===== config.mk =====
export PLATFORM = sky130hd
export DESIGN_NAME = vga_scanout_flat
export DESIGN_NICKNAME = d
export VERILOG_FILES = /design/src/rtl/vga_scanout_if.sv /design/src/rtl/vga_scanout.sv /design/src/flat_wrapper.sv
export SDC_FILE = /design/constraint.sdc
export NUM_CORES = 1
export LEC_CHECK = 0
export CAP_MARGIN = 10
export CORE_ASPECT_RATIO = 1.1
export CORE_UTILIZATION = 30
export CTS_CLUSTER_DIAMETER = 100
export DETAILED_ROUTE_END_ITERATION = 7
export PLACE_DENSITY = 0.61
export SETUP_SLACK_MARGIN = 0.2
export SLEW_MARGIN = 20
export SYNTH_ARGS = -nofsm -noshare
export SYNTH_HDL_FRONTEND = slang
export SYNTH_SLANG_ARGS = --single-unit

===== constraint.sdc =====
create_clock -name i_Clock -period 3.55 [get_ports i_Clock]
set_input_delay 0.355 -clock i_Clock [delete_from_list [all_inputs] [get_ports i_Clock]]
set_output_delay 0.355 -clock i_Clock [all_outputs]
set_load 0.05 [all_outputs]

===== src/rtl/vga_scanout_if.sv =====
// Framebuffer read port between the scanout engine and the pixel store.
// The scanout side issues addresses; the store returns data one cycle later.
interface vga_scanout_if #(
   parameter int BITS_PER_PIXEL = 3
);
   logic [31:0]               read_addr;
   logic [BITS_PER_PIXEL-1:0] read_data;

   modport master (output read_addr, input read_data);
   modport slave  (input read_addr, output read_data);
endinterface


===== src/rtl/vga_scanout.sv =====
// VGA raster timing plus framebuffer scanout with a frame-latched buffer select.
// Pixel, sync and active outputs leave through a common 3-stage delay.
module vga_scanout #(
   parameter int BITS_PER_PIXEL    = 3,
   parameter int FRAMEBUFFER_DEPTH = 640*480,
   parameter int H_ACTIVE          = 640,
   parameter int H_FRONT           = 16,
   parameter int H_SYNC            = 96,
   parameter int H_BACK            = 48,
   parameter int V_ACTIVE          = 480,
   parameter int V_FRONT           = 10,
   parameter int V_SYNC            = 2,
   parameter int V_BACK            = 33,
   parameter int SYNC_ACTIVE_LOW   = 1
) (
   input  logic                      i_Clock,
   input  logic                      i_Reset_N,
   input  logic                      i_Buffer_Select,
   vga_scanout_if.master             fb,
   output logic [BITS_PER_PIXEL-1:0] o_Pixel,
   output logic                      o_HSync,
   output logic                      o_VSync,
   output logic                      o_Active,
   output logic                      o_Frame_Start,
   output logic                      o_Displayed_Buffer
);

   localparam int H_TOTAL = H_ACTIVE + H_FRONT + H_SYNC + H_BACK;
   localparam int V_TOTAL = V_ACTIVE + V_FRONT + V_SYNC + V_BACK;
   localparam int HW = $clog2(H_TOTAL);
   localparam int VW = $clog2(V_TOTAL);

   localparam logic [HW-1:0] H_LAST = HW'(H_TOTAL - 1);
   localparam logic [HW-1:0] H_VIS  = HW'(H_ACTIVE);
   localparam logic [HW-1:0] HS_BEG = HW'(H_ACTIVE + H_FRONT);
   localparam logic [HW-1:0] HS_END = HW'(H_ACTIVE + H_FRONT + H_SYNC);
   localparam logic [VW-1:0] V_LAST = VW'(V_TOTAL - 1);
   localparam logic [VW-1:0] V_VIS  = VW'(V_ACTIVE);
   localparam logic [VW-1:0] VS_BEG = VW'(V_ACTIVE + V_FRONT);
   localparam logic [VW-1:0] VS_END = VW'(V_ACTIVE + V_FRONT + V_SYNC);

   localparam logic [31:0] BASE1    = 32'(FRAMEBUFFER_DEPTH);
   localparam logic        SYNC_ON  = (SYNC_ACTIVE_LOW != 0) ? 1'b0 : 1'b1;
   localparam logic        SYNC_OFF = ~SYNC_ON;

   logic [HW-1:0] h;
   logic [VW-1:0] v;
   logic          origin;
   logic          active;
   logic          hs;
   logic          vs;
   logic          sel_now;
   logic [31:0]   index;
   logic [31:0]   index_now;
   logic [1:0]    act_d;
   logic [1:0]    hs_d;
   logic [1:0]    vs_d;

   // Stage-0 decode; at the frame origin the select and index take effect
   // in the same cycle as the first pixel read.
   always_comb begin
      origin    = (h == '0) && (v == '0);
      active    = (h < H_VIS) && (v < V_VIS);
      hs        = (h >= HS_BEG) && (h < HS_END);
      vs        = (v >= VS_BEG) && (v < VS_END);
      sel_now   = origin ? i_Buffer_Select : o_Displayed_Buffer;
      index_now = origin ? '0 : index;
   end

   // Raster counters: h wraps every line, v steps on each h wrap.
   always_ff @(posedge i_Clock or negedge i_Reset_N) begin
      if (!i_Reset_N) begin
         h <= '0;
         v <= '0;
      end else if (h == H_LAST) begin
         h <= '0;
         v <= (v == V_LAST) ? '0 : v + 1'b1;
      end else begin
         h <= h + 1'b1;
      end
   end

   // Frame pulse, buffer latch and running read address (held in blanking).
   always_ff @(posedge i_Clock or negedge i_Reset_N) begin
      if (!i_Reset_N) begin
         o_Frame_Start      <= 1'b0;
         o_Displayed_Buffer <= 1'b0;
         fb.read_addr       <= '0;
         index              <= '0;
      end else begin
         o_Frame_Start <= origin;
         if (origin)
            o_Displayed_Buffer <= i_Buffer_Select;
         if (active) begin
            fb.read_addr <= (sel_now ? BASE1 : '0) + index_now;
            index        <= index_now + 32'd1;
         end
      end
   end

   // Delay the decodes to meet the returning read data, then register outputs.
   always_ff @(posedge i_Clock or negedge i_Reset_N) begin
      if (!i_Reset_N) begin
         act_d    <= '0;
         hs_d     <= '0;
         vs_d     <= '0;
         o_Active <= 1'b0;
         o_Pixel  <= '0;
         o_HSync  <= SYNC_OFF;
         o_VSync  <= SYNC_OFF;
      end else begin
         act_d    <= {act_d[0], active};
         hs_d     <= {hs_d[0], hs};
         vs_d     <= {vs_d[0], vs};
         o_Active <= act_d[1];
         o_Pixel  <= act_d[1] ? fb.read_data : '0;
         o_HSync  <= hs_d[1] ? SYNC_ON : SYNC_OFF;
         o_VSync  <= vs_d[1] ? SYNC_ON : SYNC_OFF;
      end
   end

endmodule

===== src/flat_wrapper.sv =====
// flat-port wrapper written by rule: the top's interface ports become plain ports
module vga_scanout_flat 
#(
   parameter int BITS_PER_PIXEL    = 3,
   parameter int FRAMEBUFFER_DEPTH = 640*480,
   parameter int H_ACTIVE          = 640,
   parameter int H_FRONT           = 16,
   parameter int H_SYNC            = 96,
   parameter int H_BACK            = 48,
   parameter int V_ACTIVE          = 480,
   parameter int V_FRONT           = 10,
   parameter int V_SYNC            = 2,
   parameter int V_BACK            = 33,
   parameter int SYNC_ACTIVE_LOW   = 1
)
  (i_Clock, i_Reset_N, i_Buffer_Select, o_Pixel, o_HSync, o_VSync, o_Active, o_Frame_Start, o_Displayed_Buffer, fb_read_addr, fb_read_data);
  vga_scanout_if #(.BITS_PER_PIXEL(BITS_PER_PIXEL)) fb_i ();
  input  logic i_Clock;
  input  logic i_Reset_N;
  input  logic i_Buffer_Select;
  output logic [BITS_PER_PIXEL-1:0] o_Pixel;
  output logic o_HSync;
  output logic o_VSync;
  output logic o_Active;
  output logic o_Frame_Start;
  output logic o_Displayed_Buffer;
  output wire logic [$bits(fb_i.read_addr)-1:0] fb_read_addr;
  input wire logic [$bits(fb_i.read_data)-1:0] fb_read_data;
  assign fb_read_addr = fb_i.read_addr;
  assign fb_i.read_data = fb_read_data;
  vga_scanout #(.BITS_PER_PIXEL(BITS_PER_PIXEL), .FRAMEBUFFER_DEPTH(FRAMEBUFFER_DEPTH), .H_ACTIVE(H_ACTIVE), .H_FRONT(H_FRONT), .H_SYNC(H_SYNC), .H_BACK(H_BACK), .V_ACTIVE(V_ACTIVE), .V_FRONT(V_FRONT), .V_SYNC(V_SYNC), .V_BACK(V_BACK), .SYNC_ACTIVE_LOW(SYNC_ACTIVE_LOW)) u_core (.i_Clock(i_Clock), .i_Reset_N(i_Reset_N), .i_Buffer_Select(i_Buffer_Select), .fb(fb_i), .o_Pixel(o_Pixel), .o_HSync(o_HSync), .o_VSync(o_VSync), .o_Active(o_Active), .o_Frame_Start(o_Frame_Start), .o_Displayed_Buffer(o_Displayed_Buffer));
endmodule

==> impl_metrics.ini, run 1 <==
[cts]
cts_tree = built
clk_root_buffer_cell = clkbuf_16
worst_skew_pair.late_latency_ps = 350
cts_max_level = 3
cts_buffer_depth = 2
clock_sinks = 98
clkTransAtPathRegs_ps = 60
numCtsBuffers = 9

[detailed_routing]
dr.first_iter.drc_count = 297
drc = 0
drt_first_pass_iters = 4
routedWlPerCell_um = 15.0
antenna_left = 0
num_vias = 3733
vias_per_cell = 5.00
finalWirelength_mm = 11.2

[power]
p_sw_share_pct = 21.0
p_int_mw = 1.70
ir_worst_vdd_uv = 160
leakage_nw = 2.44
p_clk_share_pct = 44.7
p_per_area_mw_per_mm2 = 368
p_switching_mw = 0.452
power_mw = 2.15
comb_power_share_pct = 3.0
p_seq_share_pct = 52.3

[synth]
async_flop_share_pct = 100
synth_compound_area_share_pct = 10.9
synth_top_area_cell = dfrtp_1
synth-seq-cells = 98
yosysUniqueCellTypes = 56
yosys.area_share.simple_pct = 22.7
syn_area_per_cell_sq_um = 9.69
syn-cell-area_sq_mm = 0.00479
synth_fa_ha_area_share_pct = 1.57
ys_top_cells_by_area = dfrtp_1 (50%), nand2_1 (6.0%), xnor2_1 (5.1%)
synth_top_family_by_area = simple AND/OR/NAND/NOR gates
synth_ff_type = dfrtp_1
synth_xor_area_share_pct = 9.51
synth_edf_count = 0
yosys.area.top_type_share_pct = 50.2
seq_area_frac_synth_pct = 51.3
synthesis.instances = 494
synthesis.nets = 506
ys_warn_count = 0
synth.area.mux_share_pct = 0.549

[critical_path]
crit_required_ps = 3760
worstPathArrival_ps = 3460
r2r-end = u_core.fb.read_addr[22]
crit_path_end_kind = register
regToRegStartpoint = u_core.v[2]
criticalPathCategory = reg2reg
crit_fanout = 6
start_kind = register
rrSetupSlack_ps = 300
worstRegToRegCells = 10

[grt]
grt_pass1_wl_mm = 19.1
grt_max_degree = 61
grt_usage_pct = 14.9
overflow = 0
grt_pass1_vias = 3770
grt_antenna_before_repair = 0

[placed_design]
place.detailed.instances = 721
dp_hpwl_mm = 7.84
gp_congestion = 0.867
io_buffers = 45

[sta]
slew_headroom_pct = 32.5
period_share_pct = 91.5
period_needed_ps = 3250
rsz0062_at_grt = false
fmax_mhz = 308
maxSlewViolCount = 0
finClkSkew_ps = 6.55
tightestPinTransition_ps = 998
tns_ps = 0
finalSetupViolCount = 0
hold_violations = 0

[floorplan]
initial_core_util_pct = 30.5
die-area_sq_mm = 0.0165
coreArea_sq_mm = 0.0157
io_pins = 46
die_h_um = 135
die_x_um = 122
num_rows = 48

[layout]
nets = 555
syn_to_final_growth_pct = 22.1
drive_above_1_share_pct = 10.4
n_antenna_cell = 0
final_core_util_pct = 37.3
stdcell_count = 747

[status]
status = completed

[job]
drv_cap = 0

[hold_path]
min_path_type = in2async
worst max-delay path: stages (launching register included):
cell and delay [ps]:
dfrtp_2 440, or4_4 520, or4_4 540, or2_4 280, and3_4 200, ha_4 170
o21a_1 210, o221a_4 280, o2111ai_1 240, xor2_1 150, o21ai_0 80
per-stage QoR:
stage	hold slack [ps]	area [sq um]	setup slack, ps
after floorplan	59.4	4790	211
after global placement	337	5430	219
after detailed placement	338	5430	142
after CTS	113	5730	215
after global routing	161	5850	205
final	91.9	5850	302
cells in the mapped netlist, drive strengths merged, types with 2 or more instances:
master,number
buf,9
and3,12
o21a,3
or3,7
nor4,4
and2,10
inv,10
clkbuf,17
nand3,12
nor2,37
a31oi,2
mux2,2
nor3,9
xnor2,28
o31ai,13
o211ai,4
nand4,17
xor2,24
nand2b,2
or2,3
o2111ai,2
or4,10
dfstp,2
and4,6
nand2,77
clkinv,2
a22o,4
o21ai,35
a21oi,15
and3b,2
ha,6
dfrtp,96
cells by family (layout without fill, tap and decap cells):
| kind of cell | after synthesis | in the layout |
|---|---|---|
| buffers and inverters | 38 | 91 |
| AOI/OAI and AO/OA | 84 | 84 |
| and+or+nand+nor | 214 | 214 |
| adders and majority gates | 6 | 6 |
| xor gates and xnor gates | 52 | 52 |
| DFF | 98 | 98 |
| muxes | 2 | 2 |
sequential cells by signal (all words and copies together) (netlist names):
name / count
u_core.index: 32
u_core.v: 10
u_core.h: 10
u_core.o_HSync: 1
u_core.o_Pixel: 3
u_core.hs_d: 2
u_core.act_d: 2
u_core.o_Displayed_Buffer: 1
u_core.fb.read_addr: 32
u_core.o_VSync: 1
u_core.o_Active: 1
u_core.vs_d: 2
u_core.o_Frame_Start: 1
worst max-delay path by stage:
stage	from	end	depth (start not counted)
2_1_floorplan	u_core.v[5]	u_core.fb.read_addr[22]	13
3_3_place_gp	u_core.v[5]	u_core.index[16]	11
3_5_place_dp	u_core.v[5]	u_core.index[16]	11
4_1_cts	u_core.v[5]	u_core.fb.read_addr[30]	10
5_1_grt	u_core.v[2]	u_core.fb.read_addr[28]	10
6_report	u_core.v[2]	u_core.fb.read_addr[22]	10
cell usage in the layout (no fill, tap or decap), types with 4 or more instances in the layout:
cell type,synthesis,final
a21oi_1,15,14
nor3_1,9,9
o21ai_0,34,33
o211ai_1,4,4
xnor2_1,28,28
nand2_1,76,76
nand3_1,12,12
dfrtp_2,0,4
dfrtp_1,96,92
nor4_1,4,4
and2_1,9,9
or3_1,7,7
nor2_1,36,36
a22o_1,4,4
nand4_1,17,17
and3_1,12,11
o31ai_1,13,13
or4_1,8,7
buf_4,1,20
clkdlybuf4s50_1,0,44
clkbuf_16,0,9
ha_1,6,5
inv_1,10,10
xor2_1,24,24
and4_1,6,6
repair_timing:
action                                  CTS  global route
hold buffers                              0             0
setup buffers                             2             9
pin swaps                                 1             5
gates resized for setup                   1            13
endpoints found under the setup margin    4             7
power groups by stage:
| stage | clock network [mW] | registers (mW) | logic [mW] |
|---|---|---|---|
| detailed placement | 0 | 1.15 | 0.0670 |
| global placement | 0 | 1.15 | 0.0656 |
| floorplan | 0 | 1.16 | 0.00880 |
| global route | 1.03 | 1.13 | 0.0726 |
| finish | 0.963 | 1.13 | 0.0652 |
| CTS | 1.00 | 1.13 | 0.0670 |
metal layers:
metal / part of all wire, % / vias up / track usage, %
li1: - / 1813 / -
met1: 45 / 1821 / 19.3
met2: 49 / 82 / 24.2
met3: 4.2 / 17 / 2.96
met4: 1.9 / 0 / 5.96
met5: 0 / - / 0
layout make-up:
class                      instances  area [sq um]
fill                            1562          9830
sequential                        98          2460
multi-input combinational        358          2210
timing repair buffer              64           591
clock buffer                      13           250
tap                              200           250
inverter                          12          46.3
clock inverter                     2          37.5
Power figures use the tool's default switching activity.
==> run 2: changes to the inputs <==
==> constraint.sdc (replaced) <==
create_clock -name i_Clock -period 2.7 [get_ports i_Clock]
set_input_delay 0.27 -clock i_Clock [delete_from_list [all_inputs] [get_ports i_Clock]]
set_output_delay 0.27 -clock i_Clock [all_outputs]
set_load 0.05 [all_outputs]
==> run 2 against run 1 <==
Combinational power up 36%. Non-clock buffer count grew 32. Total power grew 33%. Largest cell class unchanged. The flow now finishes with violations (setup timing). Fmax is 5.3% higher.
==> impl_metrics.ini, run 2 (synthesis results as in run 1) <==
[power]
p_per_area_mw_per_mm2 = 463
power_mw = 2.87
ir_worst_vdd_uv = 274
leakage_nw = 2.63

[detailed_routing]
drc = 0
dr.first_iter.drc_count = 178
antenna_left = 0
finalWirelength_mm = 11.7
vias_per_cell = 4.93
drt_first_pass_iters = 4
routedWlPerCell_um = 15.0
num_vias = 3849

[layout]
n_antenna_cell = 0
layout_common_cells = dfrtp_1 (96), nand2_1 (76), buf_4 (47)
drive_above_1_share_pct = 16.0
layout_commonest_cell = dfrtp_1
syn_to_final_growth_pct = 29.2
final_area_sq_mm = 0.00619
nets = 587
top_regs = u_core.fb.read_addr (32), u_core.index (32)

[sta]
hold_slack_ps = 61.3
rsz0062_at_grt = true
fmax_mhz = 324
period_needed_ps = 3090
period_share_pct = 114
fin_ws_ps = -386
slew_headroom_pct = 36.4
tns_ps = -7870
finalSetupViolCount = 23
maxSlewViolCount = 0
finClkSkew_ps = 7.09
hold_violations = 0
tightestPinTransition_ps = 954

[grt]
grt_pass1_wl_mm = 19.2
grt_pass1_vias = 3837
grt_antenna_before_repair = 0
overflow = 0
grt_max_degree = 76
grt_usage_pct = 14.9

[placed_design]
gp_congestion = 0.880
io_buffers = 45
post_dp_cell_area_sq_mm = 0.00578
dp_hpwl_mm = 8.21

[cts]
worst_skew_pair.late_latency_ps = 350
clk_root_buffer_cell = clkbuf_16
clkTransAtPathRegs_ps = 60
numCtsBuffers = 9
clock_sinks = 98
cts_buffer_depth = 2
cts_max_level = 3
cts_tree = built

[critical_path]
slowest_stage = or4_4
crit_required_ps = 2940
crit_cells = 10
critical-path-top-delay-family = simple AND/OR/NAND/NOR gates
rrSetupSlack_ps = -390
worstRegToRegCells = 10
crit_path_end_kind = register
crit_fanout = 6
worstPathArrival_ps = 3320
criticalPathCategory = reg2reg
critPathMaxStageDelay_ps = 530
start_kind = register
path_cells = or4_4, or4_4, or2_4, and3_4, ha_4, o21a_4, and3b_2, o211ai_1, xor2_1, o21ai_1
path_buf_inv = 0
crit_top_cell = or4_4

[status]
failed_checks = setup timing
status = complete, but fails checks

[hold_path]
min_path_type = in2async

[floorplan]
die_h_um = 135
coreArea_sq_mm = 0.0157
die_x_um = 122
num_rows = 48
die-area_sq_mm = 0.0165
initial_core_util_pct = 30.5
io_pins = 46

[job]
drv_cap = 0
run 2: cell types whose count changed in the layout (fill, tap and decap cells not counted), sizes merged:
| cell | delta |
|---|---|
| clkinvlp | -1 |
| clkbuf | +2 |
| clkinv | +1 |
| buf | +31 |
run 2: worst paths after layout:
path	from	to
worst max-delay path	u_core.h[3]	u_core.fb.read_addr[24]
worst min-delay path	i_Reset_N	u_core.o_Frame_Start
worst max register to register	u_core.h[3]	u_core.fb.read_addr[24]
worst min register to register	u_core.vs_d[1]	u_core.o_VSync
max in group asynchronous	i_Reset_N	u_core.index[19]
min in group i_Clock	u_core.vs_d[1]	u_core.o_VSync
run 2: worst reg2reg max path: cells and delay by family (launching register included):
family                     cells  cell delay, ps
and+or+nand+nor                5            1780
AOI/OAI and AO/OA              3             490
DFF                            1             380
xor gates and xnor gates       1             180
adders and majority gates      1             160
run 2: repair_timing:
item                       CTS  global route
buffers inserted             3             0
pin swaps                   13             7
hold buffers                 0             0
cloned                       0             2
setup endpoints to repair   52            45
gates resized for setup      6             8
run 2: area by class of cell:
class,instances,area (sq um)
Multi-Input combinational cell,358,2250
Clock buffer,14,264
Tap cell,200,250
Inverter,12,57.6
Timing Repair Buffer,96,872
Fill cell,1524,9490
Sequential cell,98,2450
Clock inverter,2,35.0
run 2: metal layers:
metal / vias up / track usage, % / part of all wire [%]
li1: 1876 / - / -
met1: 1890 / 18.9 / 44
met2: 67 / 24.6 / 50
met3: 16 / 2.53 / 3.3
met4: 0 / 7.25 / 2.3
met5: - / 0 / 0
run 2: report_power, final:
| part | total [mW] | switching (mW) | internal, mW |
|---|---|---|---|
| logic | 0.0885 | 0.0632 | 0.0253 |
| clock network | 1.30 | 0.532 | 0.768 |
| registers | 1.48 | 0.00318 | 1.47 |
| total | 2.87 | 0.599 | 2.27 |
run 2: through the flow:
step / instances / setup WS, ps / utilization (%)
4_1_cts: 778 / -387 / 39.1
3_3_place_gp: 759 / -414 / 36.9
2_1_floorplan: 494 / -578 / -
3_5_place_dp: 759 / -471 / 36.9
6_report: 780 / -386 / 39.5
5_1_grt: 780 / -506 / 39.5
